--- src/rtl/arith_pkg.sv ---
// Shared arithmetic definitions: FSM state encoding and default operand width
// for the bit-serial arithmetic blocks.
package arith_pkg;

  typedef enum logic [1:0] {
    IDLE = 2'd0,
    RUN  = 2'd1,
    DONE = 2'd2
  } state_t;

  localparam int DEFAULT_WIDTH = 8;

endpackage : arith_pkg

--- src/rtl/fsub_cell.sv ---
// Combinational 1-bit full subtractor: diff = x - y - bi, with borrow-out bo.
module fsub_cell (
  input  logic x,
  input  logic y,
  input  logic bi,
  output logic diff,
  output logic bo
);

  logic xy_diff;

  assign xy_diff = x ^ y;
  assign diff    = xy_diff ^ bi;
  // Borrow when y exceeds x outright, or when they match and a borrow ripples in.
  assign bo      = (~x & y) | (~xy_diff & bi);

endmodule : fsub_cell

--- src/rtl/serial_subtractor_8bit.sv ---
// Bit-serial subtractor: d = a - b - bin, one bit per clock LSB first,
// built around a single full-subtractor cell and a borrow flip-flop.
module serial_subtractor_8bit
  import arith_pkg::*;
#(
  parameter int WIDTH = DEFAULT_WIDTH
) (
  input  logic             clk,
  input  logic             rst_n,
  input  logic             start,
  input  logic [WIDTH-1:0] a,
  input  logic [WIDTH-1:0] b,
  input  logic             bin,
  output logic             busy,
  output logic             done,
  output logic [WIDTH-1:0] d,
  output logic             bout,
  output logic             ovf
);

  localparam int            CW   = $clog2(WIDTH);
  localparam logic [CW-1:0] LAST = CW'(WIDTH - 1);

  state_t           state_reg;
  logic [WIDTH-1:0] a_sr_reg;
  logic [WIDTH-1:0] b_sr_reg;
  logic [WIDTH-2:0] res_sr_reg;
  logic [CW-1:0]    count_reg;
  logic             br_reg;
  logic             a_msb_reg;
  logic             b_msb_reg;
  logic             busy_reg;
  logic             done_reg;
  logic [WIDTH-1:0] d_reg;
  logic             bout_reg;
  logic             ovf_reg;

  logic             cell_diff;
  logic             cell_bo;
  logic [WIDTH-1:0] res_next;

  fsub_cell u_cell (
    .x    (a_sr_reg[0]),
    .y    (b_sr_reg[0]),
    .bi   (br_reg),
    .diff (cell_diff),
    .bo   (cell_bo)
  );

  // The result register only holds the upper WIDTH-1 bits; the bit being
  // produced this cycle completes the word, so the final edge can load d directly.
  assign res_next = {cell_diff, res_sr_reg};

  always_ff @(posedge clk or negedge rst_n) begin
    if (!rst_n) begin
      state_reg  <= IDLE;
      a_sr_reg   <= '0;
      b_sr_reg   <= '0;
      res_sr_reg <= '0;
      count_reg  <= '0;
      br_reg     <= 1'b0;
      a_msb_reg  <= 1'b0;
      b_msb_reg  <= 1'b0;
      busy_reg   <= 1'b0;
      done_reg   <= 1'b0;
      d_reg      <= '0;
      bout_reg   <= 1'b0;
      ovf_reg    <= 1'b0;
    end else begin
      done_reg <= 1'b0;
      case (state_reg)
        IDLE, DONE: begin
          if (start) begin
            a_sr_reg   <= a;
            b_sr_reg   <= b;
            br_reg     <= bin;
            a_msb_reg  <= a[WIDTH-1];
            b_msb_reg  <= b[WIDTH-1];
            res_sr_reg <= '0;
            count_reg  <= '0;
            state_reg  <= RUN;
            busy_reg   <= 1'b1;
          end else begin
            state_reg <= IDLE;
            busy_reg  <= 1'b0;
          end
        end

        RUN: begin
          a_sr_reg   <= {1'b0, a_sr_reg[WIDTH-1:1]};
          b_sr_reg   <= {1'b0, b_sr_reg[WIDTH-1:1]};
          res_sr_reg <= res_next[WIDTH-1:1];
          br_reg     <= cell_bo;
          count_reg  <= count_reg + 1'b1;
          if (count_reg == LAST) begin
            state_reg <= DONE;
            busy_reg  <= 1'b0;
            done_reg  <= 1'b1;
            d_reg     <= res_next;
            bout_reg  <= cell_bo;
            // Signed overflow: operand signs differ and the result sign left the minuend's.
            ovf_reg   <= (a_msb_reg != b_msb_reg) && (cell_diff != a_msb_reg);
          end
        end

        default: begin
          state_reg <= IDLE;
          busy_reg  <= 1'b0;
        end
      endcase
    end
  end

  assign busy = busy_reg;
  assign done = done_reg;
  assign d    = d_reg;
  assign bout = bout_reg;
  assign ovf  = ovf_reg;

endmodule : serial_subtractor_8bit

--- config.mk ---
export PLATFORM = sky130hd
export DESIGN_NAME = serial_subtractor_8bit
export DESIGN_NICKNAME = d
export VERILOG_FILES = /design/src/rtl/arith_pkg.sv /design/src/rtl/fsub_cell.sv /design/src/rtl/serial_subtractor_8bit.sv
export SDC_FILE = /design/constraint.sdc
export NUM_CORES = 1
export LEC_CHECK = 0
export CORE_ASPECT_RATIO = 2
export CORE_MARGIN = 1.5
export CORE_UTILIZATION = 40
export DETAILED_ROUTE_END_ITERATION = 6
export PLACE_DENSITY = 0.62
export SLEW_MARGIN = 20
export SYNTH_ARGS = -nofsm -noshare
export SYNTH_HDL_FRONTEND = slang
export SYNTH_SLANG_ARGS = --single-unit
export TNS_END_PERCENT = 100
--- constraint.sdc ---
create_clock -name clk -period 1.8 [get_ports clk]
set_clock_uncertainty 0.2 [all_clocks]
set_input_delay 0.45 -clock clk [delete_from_list [all_inputs] [get_ports clk]]
set_output_delay 0.45 -clock clk [all_outputs]
set_load 0.01 [all_outputs]
### After elaboration in Yosys (flattened, before gate mapping)

Cells that the tools add are included.

* ROM bits: 0
* memories kept: 0
* bits in latches: 0
* bits in writable memories: 0
* input port bits: 20
* bits in registers: 43

* order comparisons: 0
* reduce and logical (&&, ||, !) cells: 7
* div/mod/pow operators: 0
* add/sub/neg operators: 1
* shifts and indexed selects: 0
* bitwise gates (word level): 7
* multiply operators: 0
* eq/ne operators: 7
* muxes and demuxes: 18

Operators by type and width (number)
* $pmux 8 s2: 2
* $mux 8: 2
* $pmux 7 s2: 1
* $mux 7: 1
* $mux 1: 6
* $pmux 3 s2: 1
* $reduce_and 2->1: 3
* $ne 2x2->1 const B: 2
* $pmux 1 s2: 2
* $pmux 2 s2: 1
* $add 3x1->3 const B: 1
* $eq 3x3->1 const B: 1
* $mux 3: 1
* $and 1x1->1: 2
* $eq 2x1->1 const B: 1
* $eq 2x2->1 const B: 1
* $logic_not 2->1: 1
* $mux 2: 1
* $ne 1x1->1: 2
* $not 1->1: 2
* $reduce_bool 2->1: 1
* $reduce_or 2->1: 1
* $xor 1x1->1: 2
* $logic_and 1x1->1: 1
* $or 1x1->1: 1

### Longest topological paths before layout

* depth in word-level cells: 5
* gate-level depth with buffers: 6
* depth with buffers taken out: 5

### By module

A second synthesis with hierarchy kept.

* cells, all modules: 164
* area, all modules: 1775.5 um2

By module, submodules not included
* serial_subtractor_8bit: cells each 160, instances 1, area each 1744.2 um2, sequential area each 1076.0 um2
* fsub_cell: cells each 4, instances 1, area each 31.3 um2, sequential area each 0.0 um2

### Least setup slack after synthesis

No wires, ideal clock.

* path type: flip-flop to flip-flop
* start point: register count_reg[0]
* end point: register d_reg[4], in the netlist d[4]
* setup slack: 0.057 ns
* arrival time: 1.415 ns
* period minus slack after synthesis: 1.743 ns
* cell stages (with the launch flop): 6
* data required time: 1.472 ns
* path buffers: 1
* cell sequence: dfrtp_1 > ha_1 > ha_1 > nand3b_2 > buf_2 > mux2_1

* cells in the longest elaborated chain, start to end: 2

RTL lines
* start, declared: line serial_subtractor_8bit.sv:28 `logic [CW-1:0] count_reg;`
* start signal, assigned: line serial_subtractor_8bit.sv:94 `count_reg <= count_reg + 1'b1;`
* $eq 3x3->1: line serial_subtractor_8bit.sv:95 `if (count_reg == LAST) begin`
* $reduce_and 2->1 (no source line)
* end signal, assigned: line serial_subtractor_8bit.sv:99 `d_reg <= res_next;`
* end, declared: line serial_subtractor_8bit.sv:34 `logic [WIDTH-1:0] d_reg;`

No other way between the ends.
A chain may end at the register's enable or synchronous reset.

### Final worst setup path

* start point: register count_reg[0]
* end point: register d_reg[2], in the netlist d[2]

The elaborated chain is that of the path after synthesis.

==> reports/qor.yml <==
pwr:
  leakage_nw: 1.14
  power.density_nw_per_um2: 1730
  comb_power_share: 0.401
  seqPwrFrac: 0.409
  p_sw_mw: 1.37
  ir_drop_v: 0.000992
  power.total_mw: 4.06
  intPower_mw: 2.70
  swShare: 0.336
  power_frac_clock: 0.190
sta:
  max_freq_mhz: 583
  drv_slew: 0
  hold_viol: 0
  rsz0062_at_grt: "false"
  finalSetupViolations: 0
  worst_pin_slew_ps: 416
  slew_headroom: 0.723
  fin_tns_setup_ps: 0
  layout_min_cycle_time_ps: 1720
  whs_ps: 291
  period_share: 0.953
  fin_ws_ps: 84.7
routing:
  drc: 0
  ant_nets: 0
  met2_length_mm: 1.89
  maxUsedRoutingLayer: "met4"
  drt-pass1-iter-count: 4
  vias: 1281
  wl_per_cell_microns: 13.1
  wl_met1_mm: 1.26
  wl_met3_microns: 125
  vias_per_cell: 5.00
  drtIter0Drc: 6
  routed_wl_mm: 3.37
cells_and_area:
  nets: 224
  multi_input_area_sq_um: 639
  finish.cell_count_without_fillers: 256
  final_util: 0.542
  diodes: 0
  drive_above_1_share: 0.144
  syn_to_final_growth_pct: 31.1
  fin_area_sq_um: 2350
  fill_cells: 419
  seq_area_sq_um: 1080
setup_path:
  r2r_end: "d[2]"
  crit_start: "count_reg[0]"
  end_kind: "register"
  arrival_ps: 1690
  r2r_start: "count_reg[0]"
  cp_max_fo: 12
  worst_setup_path_start_kind: "register"
  r2r_slack_ps: 80
  worstPathRequired_ps: 1780
  r2r_cells: 4
  crit_end: "d[2]"
  worstSetupPathType: "reg -> reg"
clock_tree:
  cts.path.max_buffers: 2
  root_buffer: "clkbuf_8"
  clk_latency_ps: 290
  clk_pin_slew_worst_paths_ps: 80
  tritoncts: "built"
  numCtsBuffers: 5
  cts_sinks: 43
  h-tree-depth: 2
floorplan:
  start_util: 0.413
  core_sq_um: 4340
  fp.dieW_microns: 50.4
  die_y_microns: 97.7
  die_area_sq_um: 4920
  num_io_pins: 32
  rows: 34
yosys:
  yosys_warnings: 0
  yosysUniqueCellTypes: 27
  yosysMostFrequentCell: "dfrtp_1"
  synthCells: 162
  async_flop_share: 1.00
  synth_common_cells: "dfrtp_1 (43), nand2_1 (36), nor2_1 (15)"
  synth_area_leaders: "dfrtp_1 (60%), nand2_1 (7.5%), a22o_1 (5.4%), a31oi_1 (4.9%), nor2_1 (3.1%)"
  ys_ff_latch: 43
  syn_area_per_cell_sq_um: 11.1
  synth-seq-area-share: 0.600
  synthesis.area_sq_um: 1790
  synth_edf_count: 0
  synth-main-ff-cell: "dfrtp_1"
  synth.top_cell.area_share: 0.600
  synthesis.nets: 185
  synth_largest_area_cell: "dfrtp_1"
placed_design:
  numPortBuffers: 31
  place_area_sq_um: 2220
  place_congestion: 0.702
  dp_hpwl_mm: 2.49
  post-place-cells: 247
  pre_cts_ws_ps: -121
global_routing:
  grt_pass1_wl_mm: 5.85
  grt.total_usage: 0.158
  grt_antenna_before_repair: 0
  grt_pass1_vias: 1304
  grt_max_degree: 27
  overflow: 0
hold_path:
  hp-class: "reg -> reg"
run_status:
  status: "finished, final reports clean"
flow_run:
  maxCapViolCount: 0
-- power by group through the flow --
stage / clock, mW / sequential [mW] / combinational, mW
after global placement: 0 / 1.67 / 1.64
after floorplan: 0 / 1.67 / 1.07
after CTS: 0.793 / 1.67 / 1.64
after global routing: 0.819 / 1.72 / 1.84
final: 0.771 / 1.66 / 1.63
after detailed placement: 0 / 1.68 / 1.70
-- how the worst min path moves through the flow --
stage / startpoint / endpoint / slack (ps) / cells past startpoint
after floorplan: rst_n / a_msb_reg / -50 / 0
after CTS: d[5] / d[5] / 300 / 1
after detailed placement: rst_n / b_sr_reg[3] / 200 / 1
after global routing: res_sr_reg[0] / res_sr_reg[0] / 320 / 1
after global placement: rst_n / b_sr_reg[3] / 200 / 1
final: d[5] / d[5] / 290 / 1
-- what timing repair did --
item	CTS	global route
endpoints found under the setup margin	18	1
gates resized for setup	13	2
hold buffers	1	0
endpoints found under the hold margin	17	0
setup buffers	0	0
pin swaps	0	1
-- routing by layer --
layer / vias to the layer above / global-route usage
li1: 626 / -
met1: 621 / 0.171
met2: 27 / 0.275
met3: 7 / 0.0338
met4: 0 / 0.0894
met5: - / 0
-- worst max-delay path, cell delays in order, from the launching register on --
cell and delay, ps:
dfrtp_1 410, ha_1 210, ha_1 240, nand3b_4 190, mux2_2 350
-- final cells by class --
cell class,instances,area share
Inverter,5,0.00798
Sequential cell,43,0.457
Clock inverter,2,0.0149
Multi-Input combinational cell,103,0.272
Clock buffer,6,0.0351
Tap cell,54,0.0287
Timing Repair Buffer,43,0.184
-- cells in the final DEF (no fill, tap or decap) --
cell type and count:
nand2b_1 2, nor2b_2 1, a22o_1 11, buf_4 7
dfrtp_1 43, fa_2 1, inv_1 5, o31ai_1 1
nor2_1 15, nand2_1 36, dlygate4sd2_1 12, dlygate4sd3_1 1
a31oi_1 14, o21ai_0 2, clkdlybuf4s50_1 18, clkbuf_8 6
mux2_2 4, a221o_1 1, o21ai_1 2, a21oi_1 1
nor2_4 1, bufinv_16 1, and2b_1 1, nor2b_1 1
nor3b_2 1, clkinv_2 1, buf_2 1, nand3b_4 1
nand3_1 1, ha_1 2, mux2_1 4, buf_12 4
-- logic make-up (layout without fill, tap and decap cells) --
kind of cell,count (synthesis),in the layout,share of synthesized area
compound gates,32,32,0.126
fa+ha+maj,3,3,0.0251
buf+inv,16,56,0.0530
flops,43,43,0.600
mux,8,8,0.0502
simple gates,60,60,0.146
Power figures use the tool's default switching activity.
